`config.mk`:
```
export PLATFORM = sky130hd
export DESIGN_NAME = four_way_rr_merge_flat
export DESIGN_NICKNAME = d
export VERILOG_FILES = /design/src/rtl/four_way_rr_merge_pkg.sv /design/src/rtl/four_way_rr_merge_if.sv /design/src/rtl/four_way_rr_merge_rr_pick4.sv /design/src/rtl/four_way_rr_merge.sv /design/src/flat_wrapper.sv
export SDC_FILE = /design/constraint.sdc
export NUM_CORES = 1
export LEC_CHECK = 0
export CAP_MARGIN = 20
export CORE_ASPECT_RATIO = 1.1
export CORE_UTILIZATION = 36
export CTS_CLUSTER_SIZE = 25
export DETAILED_ROUTE_END_ITERATION = 6
export HOLD_SLACK_MARGIN = 0.06
export PLACE_DENSITY = 0.82
export SETUP_SLACK_MARGIN = 0.15
export SYNTH_ARGS = -nofsm -noshare
export SYNTH_HDL_FRONTEND = slang
export SYNTH_HIERARCHICAL = 1
export SYNTH_SLANG_ARGS = --single-unit
```
`constraint.sdc`:
```
create_clock -name clk -period 4.05 [get_ports clk]
set_input_delay 0.405 -clock clk [delete_from_list [all_inputs] [get_ports clk]]
set_output_delay 0.405 -clock clk [all_outputs]
set_load 0.02 [all_outputs]
```
`src/rtl/four_way_rr_merge_pkg.sv`:
```
// Shared types and the rotating-priority helper for the four-source merger.
// Also usable by any other 4-way round-robin arbiter.
package four_way_rr_merge_pkg;

  localparam int NUM_SRC   = 4;
  localparam int SRC_IDX_W = 2;

  typedef enum logic {
    IDLE   = 1'b0,
    LOCKED = 1'b1
  } merge_state_e;

  typedef struct packed {
    logic                 any;
    logic [NUM_SRC-1:0]   gnt;
    logic [SRC_IDX_W-1:0] idx;
  } rr_pick_t;

  // Highest priority is last+1; last itself is searched last.
  function automatic rr_pick_t rr_pick(
    input logic [NUM_SRC-1:0]   req,
    input logic [SRC_IDX_W-1:0] last
  );
    rr_pick_t             r;
    logic [SRC_IDX_W-1:0] c;
    r = '0;
    for (int k = NUM_SRC; k >= 1; k--) begin
      c = last + SRC_IDX_W'(k);
      if (req[c]) begin
        r.any = 1'b1;
        r.idx = c;
      end
    end
    r.gnt = r.any ? (NUM_SRC'(1) << r.idx) : '0;
    return r;
  endfunction

endpackage

```
`src/rtl/four_way_rr_merge_if.sv`:
```
// Source and sink stream bundle of the merger.
// slave is the merger side, master the surrounding logic.
interface four_way_rr_merge_if
  import four_way_rr_merge_pkg::*;
#(
  parameter int DATA_W = 32
);

  logic [NUM_SRC-1:0]             in_valid;
  logic [NUM_SRC-1:0][DATA_W-1:0] in_data;
  logic [NUM_SRC-1:0]             in_last;
  logic [NUM_SRC-1:0]             in_ready;
  logic                           out_valid;
  logic [DATA_W-1:0]              out_data;
  logic                           out_last;
  logic [SRC_IDX_W-1:0]           out_src;
  logic                           out_ready;
  logic                           busy;

  modport master (
    output in_valid, in_data, in_last, out_ready,
    input  in_ready, out_valid, out_data, out_last,
    input  out_src, busy
  );

  modport slave (
    input  in_valid, in_data, in_last, out_ready,
    output in_ready, out_valid, out_data, out_last,
    output out_src, busy
  );

endinterface

```
`src/rtl/four_way_rr_merge_rr_pick4.sv`:
```
// Combinational rotating priority encoder over four requests.
// Grant is one-hot; idx is its binary index, any flags a grant.
module rr_pick4
  import four_way_rr_merge_pkg::*;
(
  input  logic [NUM_SRC-1:0]   req_i,
  input  logic [SRC_IDX_W-1:0] last_i,
  output logic [NUM_SRC-1:0]   gnt_o,
  output logic [SRC_IDX_W-1:0] idx_o,
  output logic                 any_o
);

  rr_pick_t pick;

  always_comb begin
    pick  = rr_pick(req_i, last_i);
    gnt_o = pick.gnt;
    idx_o = pick.idx;
    any_o = pick.any;
  end

endmodule

```
`src/rtl/four_way_rr_merge.sv`:
```
// Four-source round-robin stream merger with burst lock.
// One registered output stage tagged with the source index.
module four_way_rr_merge
  import four_way_rr_merge_pkg::*;
#(
  parameter int DATA_W = 32
) (
  input logic                clk,
  input logic                rst_n,
  four_way_rr_merge_if.slave bus
);

  merge_state_e         state_q, state_d;
  logic [SRC_IDX_W-1:0] lock_src_q, lock_src_d;
  logic [SRC_IDX_W-1:0] last_grant_q, last_grant_d;
  logic                 out_valid_q, out_valid_d;
  logic [DATA_W-1:0]    out_data_q, out_data_d;
  logic                 out_last_q, out_last_d;
  logic [SRC_IDX_W-1:0] out_src_q, out_src_d;

  logic [NUM_SRC-1:0]   req;
  logic [NUM_SRC-1:0]   gnt;
  logic [SRC_IDX_W-1:0] gnt_idx;
  logic                 gnt_any;
  logic                 load_en;
  logic                 accept;
  logic                 beat_last;

  // While locked only the burst owner may compete.
  always_comb begin
    req = bus.in_valid;
    if (state_q == LOCKED) begin
      req = bus.in_valid & (NUM_SRC'(1) << lock_src_q);
    end
  end

  rr_pick4 u_pick (
    .req_i  (req),
    .last_i (last_grant_q),
    .gnt_o  (gnt),
    .idx_o  (gnt_idx),
    .any_o  (gnt_any)
  );

  assign load_en   = !out_valid_q || bus.out_ready;
  assign accept    = gnt_any && load_en;
  assign beat_last = bus.in_last[gnt_idx];

  assign bus.in_ready  = accept ? gnt : '0;
  assign bus.out_valid = out_valid_q;
  assign bus.out_data  = out_data_q;
  assign bus.out_last  = out_last_q;
  assign bus.out_src   = out_src_q;
  assign bus.busy      = (state_q == LOCKED);

  always_comb begin
    state_d      = state_q;
    lock_src_d   = lock_src_q;
    last_grant_d = last_grant_q;
    out_valid_d  = out_valid_q;
    out_data_d   = out_data_q;
    out_last_d   = out_last_q;
    out_src_d    = out_src_q;

    unique case (state_q)
      IDLE: begin
        if (accept) begin
          last_grant_d = gnt_idx;
          if (!beat_last) begin
            state_d    = LOCKED;
            lock_src_d = gnt_idx;
          end
        end
      end
      LOCKED: begin
        if (accept && beat_last) begin
          state_d = IDLE;
        end
      end
      default: state_d = IDLE;
    endcase

    if (accept) begin
      out_valid_d = 1'b1;
      out_data_d  = bus.in_data[gnt_idx];
      out_last_d  = beat_last;
      out_src_d   = gnt_idx;
    end else if (bus.out_ready) begin
      out_valid_d = 1'b0;
    end
  end

  always_ff @(posedge clk or negedge rst_n) begin
    if (!rst_n) begin
      state_q      <= IDLE;
      lock_src_q   <= '0;
      last_grant_q <= SRC_IDX_W'(NUM_SRC - 1);
      out_valid_q  <= 1'b0;
      out_data_q   <= '0;
      out_last_q   <= 1'b0;
      out_src_q    <= '0;
    end else begin
      state_q      <= state_d;
      lock_src_q   <= lock_src_d;
      last_grant_q <= last_grant_d;
      out_valid_q  <= out_valid_d;
      out_data_q   <= out_data_d;
      out_last_q   <= out_last_d;
      out_src_q    <= out_src_d;
    end
  end

  a_onehot_ready: assert property (
    @(posedge clk) disable iff (!rst_n)
    $onehot0(bus.in_ready));

  a_out_stable: assert property (
    @(posedge clk) disable iff (!rst_n)
    out_valid_q && !bus.out_ready |=>
      $stable({out_data_q, out_last_q, out_src_q}));

  a_busy_state: assert property (
    @(posedge clk) disable iff (!rst_n)
    bus.busy == (state_q == LOCKED));

endmodule

```
`src/flat_wrapper.sv`:
```
// flat-port wrapper written by rule: the top's interface ports become plain ports
module four_way_rr_merge_flat import four_way_rr_merge_pkg::*;
#(
  parameter int DATA_W = 32
)
  (clk, rst_n, bus_in_valid, bus_in_data, bus_in_last, bus_out_ready, bus_in_ready, bus_out_valid, bus_out_data, bus_out_last, bus_out_src, bus_busy);
  four_way_rr_merge_if #(.DATA_W(DATA_W)) bus_i ();
  input logic clk;
  input logic rst_n;
  input wire logic [$bits(bus_i.in_valid)-1:0] bus_in_valid;
  input wire logic [$bits(bus_i.in_data)-1:0] bus_in_data;
  input wire logic [$bits(bus_i.in_last)-1:0] bus_in_last;
  input wire logic [$bits(bus_i.out_ready)-1:0] bus_out_ready;
  output wire logic [$bits(bus_i.in_ready)-1:0] bus_in_ready;
  output wire logic [$bits(bus_i.out_valid)-1:0] bus_out_valid;
  output wire logic [$bits(bus_i.out_data)-1:0] bus_out_data;
  output wire logic [$bits(bus_i.out_last)-1:0] bus_out_last;
  output wire logic [$bits(bus_i.out_src)-1:0] bus_out_src;
  output wire logic [$bits(bus_i.busy)-1:0] bus_busy;
  assign bus_i.in_valid = bus_in_valid;
  assign bus_i.in_data = bus_in_data;
  assign bus_i.in_last = bus_in_last;
  assign bus_i.out_ready = bus_out_ready;
  assign bus_in_ready = bus_i.in_ready;
  assign bus_out_valid = bus_i.out_valid;
  assign bus_out_data = bus_i.out_data;
  assign bus_out_last = bus_i.out_last;
  assign bus_out_src = bus_i.out_src;
  assign bus_busy = bus_i.busy;
  four_way_rr_merge #(.DATA_W(DATA_W)) u_core (.clk(clk), .rst_n(rst_n), .bus(bus_i));
endmodule
```
==> results.md, run 1 <==
- Yosys top cell by area: dfrtp_1
- Root buf cell: clkbuf_8
- GRT overflow: 0
- Initial Util: 37.2%
- Yosys reg bits: 41
- Leak: 1.77 nW
- Worst Skew: 5.86 ps
- Top FF cell, synth: dfrtp_1
- Non-filler cells, final: 444
- Setup Fix Bufs, Post-CTS: 0
- CTS tree: yes
- Fin. Hold Viols: 0
- Max incr delay on CP: 500 ps
- Clock sinks: 41
- Synth Net Count: 319
- Min Tclk post-route: 3030 ps
- Dpl hpwl: 6.48 mm
- Clock latency at the later pin of the worst-skew pair: 290 ps
- Crit path cell chain: nand2b_1 > a21boi_0 > nand2b_1 > a21oi_1 > a211o_2 > mux4_2 > or3b_1 > mux2_4
- Fill count: 548
- Synthesized area: 2620 sq um
- CP max stage cell: a21boi_0
- DR WL/cell: 18.2 um
- Most Frequent Cell on Critical Path: nand2b_1
- Synth cell types: 35
- Final net count: 497
- Top cells by area, synth: dfrtp_1, mux4_2, mux2_2, dfstp_2, nand2b_1
- Max Fanout on Critical Path: 6
- # DRC: 0
- Reg clk slew, reported paths: 80 ps
- Initial antenna violation count: 0
- Total Routing Usage GR: 21.8%
- Final core occ: 65.6%
- Placer Congestion: 0.964
- Setup TNS: 0 ps
- Power per Cell Area: 743 nW/um^2
- Yosys top cell area share: 37.2%
- Num CTS Buffers: 5
- Setup crit end kind: register
- Final number of setup-violating endpoints: 0
- Cells after synthesis: 180
- Place WS: 810 ps
- Setup ws final: 1020 ps
- Vias in the first global route: 2680
- Vias per cell: 5.38
- Core box area: 7050 sq um
- Layout cells sized above 1: 26.5%
- Synth async-reset ratio: 100%
- DRT iter0 DRCs: 83
- Critical path class: register to register
- Setup crit start kind: register
- Seq/Total Area, Yosys: 39.2%
- CTS Buffer Depth: 2
- Synth Area per Inst: 14.6 sq um
- Largest net degree at the start of global routing: 42
- Peak Freq: 330 MHz
- Die height: 91.5 um
- # rows: 32
- H-tree lvl count: 2
- Final Total Pwr: 3.44 mW
- Critical path arrival: 3210 ps
- Via count: 2388
- Dpl cells: 436
- Syn-to-layout area delta: 76.3%
- DR pass1 iterations: 4
- I/O pin total: 180
- Slew Limit Fails: 0
- Die Span X: 83.4 um
- Final ANT Viol Nets: 0
- Ys Warns: 6
- Post-CTS Hold Buffers: 0
- Worst slew pin tran: 918 ps
- Worst Path Required: 4230 ps
- Antenna diodes: 0
- Final WL: 8.08 mm
- Max_cap viols: 0
- VDD IR max: 0.000405 V
- Global-route wire length before repair: 13.0 mm
- RSZ-0062 raised after global routing: no
- Slew HR: 38.8%
- Die footprint: 7630 sq um
- Tcrit/Tclk final: 74.7%
- Status: complete, no violations
- Post-synth EDFFs: 0
- Worst Hold Class: input port to asynchronous set/reset pin
- Post-CTS Resized: 0
- I/O Buffers: 179
==> per-stage QoR <==
step           hold WS (ps)  cell area [sq um]
2_1_floorplan           109               2620
3_3_place_gp            489               4510
3_5_place_dp            495               4510
4_1_cts                 271               4620
5_1_grt                 316               4620
6_report                244               4620
==> critical path: cells and delay by family (launching register included) <==
| family | cells | cell delay (ps) |
|---|---|---|
| flip-flops | 1 | 450 |
| multiplexers | 2 | 760 |
| AO/OA/AOI/OAI | 3 | 930 |
| AND/OR/NAND/NOR | 3 | 780 |
==> placed cells by master (no fill, tap or decap), types with 2 or more instances in the layout <==
cell             instances
nor2_1                   3
a21oi_1                  6
buf_4                    6
mux2i_1                  2
mux2_2                  37
nand2b_2                 2
a21boi_0                 3
dfstp_2                  2
inv_1                    4
clkdlybuf4s50_1        178
nand2_1                  6
dfrtp_1                 39
clkbuf_8                 6
nand2b_1                 6
and3_1                   4
nor2b_1                  2
mux4_2                  32
==> registers in the layout (all words and copies together), names as in the netlist <==
| signal | count |
|---|---|
| u_core/bus.out_data | 32 |
| u_core/bus.out_last | 1 |
| u_core/bus.out_src | 2 |
| u_core/last_grant_q | 2 |
| u_core/bus.out_valid | 1 |
| u_core/lock_src_q | 2 |
| u_core/bus.busy | 1 |
==> final cells by class <==
cell class / count / area [sq um] / area share [%]
multi-input combinational: 121 / 1530 / 33.0
clock inverter: 1 / 30.0 / 0.650
tap: 85 / 106 / 2.30
timing repair buffer: 185 / 1830 / 39.6
sequential: 41 / 1030 / 22.2
inverter: 4 / 15.0 / 0.325
clock buffer: 7 / 86.3 / 1.87
==> final timing paths <==
path                                                     startpoint                             endpoint  slack, ps  depth (start not counted)
worst max-delay path               u_core/lock_src_q[0]$_DFFE_PN0P_     u_core/lock_src_q[1]$_DFFE_PN0P_       1020                          8
worst min-delay path                                          rst_n   u_core/bus.out_data[2]$_DFFE_PN0P_        240                          1
worst max register to register     u_core/lock_src_q[0]$_DFFE_PN0P_     u_core/lock_src_q[1]$_DFFE_PN0P_       1020                          8
worst min register to register  u_core/bus.out_data[12]$_DFFE_PN0P_  u_core/bus.out_data[12]$_DFFE_PN0P_        510                          1
max in group asynchronous                                     rst_n      u_core/bus.out_last$_DFFE_PN0P_       3230                          1
min in group clk                u_core/bus.out_data[12]$_DFFE_PN0P_  u_core/bus.out_data[12]$_DFFE_PN0P_        510                          1
==> cells by family (layout without fill, tap and decap cells) <==
group,Yosys count,in the layout,share of synthesized area (%)
muxes,73,73,45.7
DFF,41,41,39.2
buffers and inverters,18,197,3.15
AOI/OAI and AO/OA,19,19,5.68
and+or+nand+nor,29,29,6.25
==> cells in the mapped netlist, types with 2 or more instances <==
library cell,count
dfrtp_1,39
nor2b_1,2
clkbuf_1,4
nor2_1,3
mux4_2,32
nand2b_1,6
buf_1,3
nand2_1,6
mux2i_1,2
inv_1,4
buf_2,6
a21boi_0,3
dfstp_2,2
and3_1,4
nand2b_2,2
a21oi_1,6
mux2_2,37
and2_1,2
==> per-layer routing <==
metal | vias up | wire length [um] | part of all wire (%) | GRT usage, %
met1 | 1183 | 2920 | 36 | 23.3
met5 | - | 0 | 0 | 0
met3 | 12 | 757 | 9.4 | 6.45
met2 | 125 | 4240 | 53 | 40.8
li1 | 1068 | - | - | -
met4 | 0 | 160 | 2.0 | 7.04
==> where the power goes <==
group | internal [mW] | total (mW) | switching (mW)
Clock | 0.201 | 0.342 | 0.141
Combinational | 1.32 | 2.32 | 1.01
Sequential | 0.636 | 0.771 | 0.135
Power figures use the tool's default switching activity.
==> run 2, diff against run 1 <==
clock period = 3.2 ns   (was 4.05 ns; I/O delays follow)
==> run 2 against run 1 <==
Net effect: setup slack worse by 540 ps; flip-flop and latch count unchanged; worst hold slack worse by 95 ps; sequential power up 26%; maximum frequency up 11%; clock power down 2%; highest routed layer unchanged; sequential share of layout area about the same; cell area about the same.
==> results.md, run 2 (synthesis results as in run 1) <==
- Status: complete, no violations
- Critical path class: register to register
- I/O Buffers: 179
- Multi-input gate area: 1530 sq um
- Worst reg-to-reg setup slack: 480 ps
- I/O pin total: 180
- Slew HR: 40.1%
- Worst Path Required: 3370 ps
- Die height: 91.5 um
- Root buf cell: clkbuf_8
- Setup TNS: 0 ps
- DR WL/cell: 17.7 um
- Clock sinks: 41
- Commonest non-fill, non-tap cell in the layout: clkdlybuf4s50_1
- Critical path arrival: 2890 ps
- Core box area: 7050 sq um
- Power per Cell Area: 915 nW/um^2
- RSZ-0062 raised after global routing: no
- Layout cells sized above 1: 27.1%
- Most frequent cells in the layout: clkdlybuf4s50_1, dfrtp_1, mux2_2
- CTS Buffer Depth: 2
- Syn-to-layout area delta: 76.2%
- Final net count: 499
- Global-route wire length before repair: 12.6 mm
- Final ANT Viol Nets: 0
- Reg clk slew, reported paths: 90 ps
- Die footprint: 7630 sq um
- Setup Fix Bufs, Post-CTS: 0
- Max Fanout on Critical Path: 6
- # rows: 32
- Final WL: 7.88 mm
- Cells on worst reg2reg path: 8
- Initial antenna violation count: 0
- Largest net degree at the start of global routing: 42
- Worst Hold Class: input port to asynchronous set/reset pin
- H-tree lvl count: 2
- CTS tree: yes
- Final number of setup-violating endpoints: 0
- Dpl hpwl: 6.35 mm
- Setup crit start kind: register
- Peak Freq: 367 MHz
- Worst Skew: 8.10 ps
- Post-CTS Hold Buffers: 0
- Clock latency at the later pin of the worst-skew pair: 290 ps
- Worst r2r dst: u_core/lock_src_q[1]$_DFFE_PN0P_
- Max_cap viols: 0
- Slew Limit Fails: 0
- Via count: 2358
- WHS: 149 ps
- DRT iter0 DRCs: 43
- Min Tclk post-route: 2720 ps
- Initial Util: 37.2%
- Post-CTS Resized: 0
- Vias per cell: 5.29
- Worst slew pin tran: 899 ps
- Die Span X: 83.4 um
- Largest register FFs: 32
- Antenna diodes: 0
- Setup crit end kind: register
- Leak: 1.77 nW
- # DRC: 0
- Total Routing Usage GR: 21.1%
- DR pass1 iterations: 4
- Fin. Hold Viols: 0
- Reg area: 1030 sq um
- Tcrit/Tclk final: 85.1%
- R2R Path Start: u_core/lock_src_q[0]$_DFFE_PN0P_
- Vias in the first global route: 2497
- VDD IR max: 0.000597 V
- Fill count: 565
- GRT overflow: 0
- Num CTS Buffers: 5
- Placer Congestion: 0.895
run 2: cell types whose count changed in the layout (fill, tap and decap cells not counted):
cell	delta
buf_12	+1
clkbuf_1	-1
clkbuf_8	-1
buf_4	+1
clkinvlp_4	+1
bufinv_16	-1
clkinv_2	+2
run 2: power by group:
part	internal, mW	total, mW	switching [mW]
Clock	0.151	0.334	0.183
Sequential	0.805	0.971	0.166
Combinational	1.68	2.92	1.24
Total	2.64	4.23	1.59
run 2: metal layers:
layer	global-route usage [%]	share of wire, %	up-vias
met5	0	0	-
met4	5.17	1.8	0
met3	6.73	9.4	10
met2	38.3	52	134
met1	24.0	37	1146
li1	-	-	1068
run 2: worst max-delay path by stage:
stage / start / to / slack [ps] / cells after the start
after floorplan: u_core/bus.busy$_DFF_PN0_ / u_core/lock_src_q[1]$_DFFE_PN0P_ / 240 / 8
after global placement: bus_in_valid[3] / u_core/bus.out_data[15]$_DFFE_PN0P_ / 320 / 9
after detailed placement: bus_in_valid[1] / u_core/bus.out_data[15]$_DFFE_PN0P_ / 280 / 9
after CTS: u_core/lock_src_q[1]$_DFFE_PN0P_ / u_core/bus.out_data[15]$_DFFE_PN0P_ / 470 / 9
after global routing: u_core/lock_src_q[1]$_DFFE_PN0P_ / u_core/bus.out_data[15]$_DFFE_PN0P_ / 310 / 9
final: u_core/lock_src_q[0]$_DFFE_PN0P_ / u_core/lock_src_q[1]$_DFFE_PN0P_ / 480 / 8
run 2: worst max-delay path: stages, from the launching register on:
cell      delay, ps
dfrtp_1         440
nand2b_1        160
a21boi_0        240
nand2b_1        160
a21oi_1          70
a211o_2         350
mux4_2          460
or3b_1          400
mux2_4          310
run 2: final cells by class:
type	count	share of cell area (%)
Timing Repair Buffer	187	40.2
Multi-Input combinational cell	121	33.0
Sequential cell	41	22.3
Tap cell	85	2.30
Clock buffer	5	1.49
Clock inverter	3	0.379
Inverter	4	0.325
run 2: metrics by stage:
stage | cells | cell area, sq um | setup slack (ps) | util (%) | power, mW
CTS | 446 | 4620 | 469 | 65.6 | 4.27
global route | 446 | 4620 | 310 | 65.6 | 4.49
detailed placement | 438 | 4530 | 280 | 64.3 | 3.93
floorplan | 180 | 2620 | 240 | - | 2.91
finish | 446 | 4620 | 478 | 65.6 | 4.23
global placement | 438 | 4530 | 316 | 64.3 | 3.87
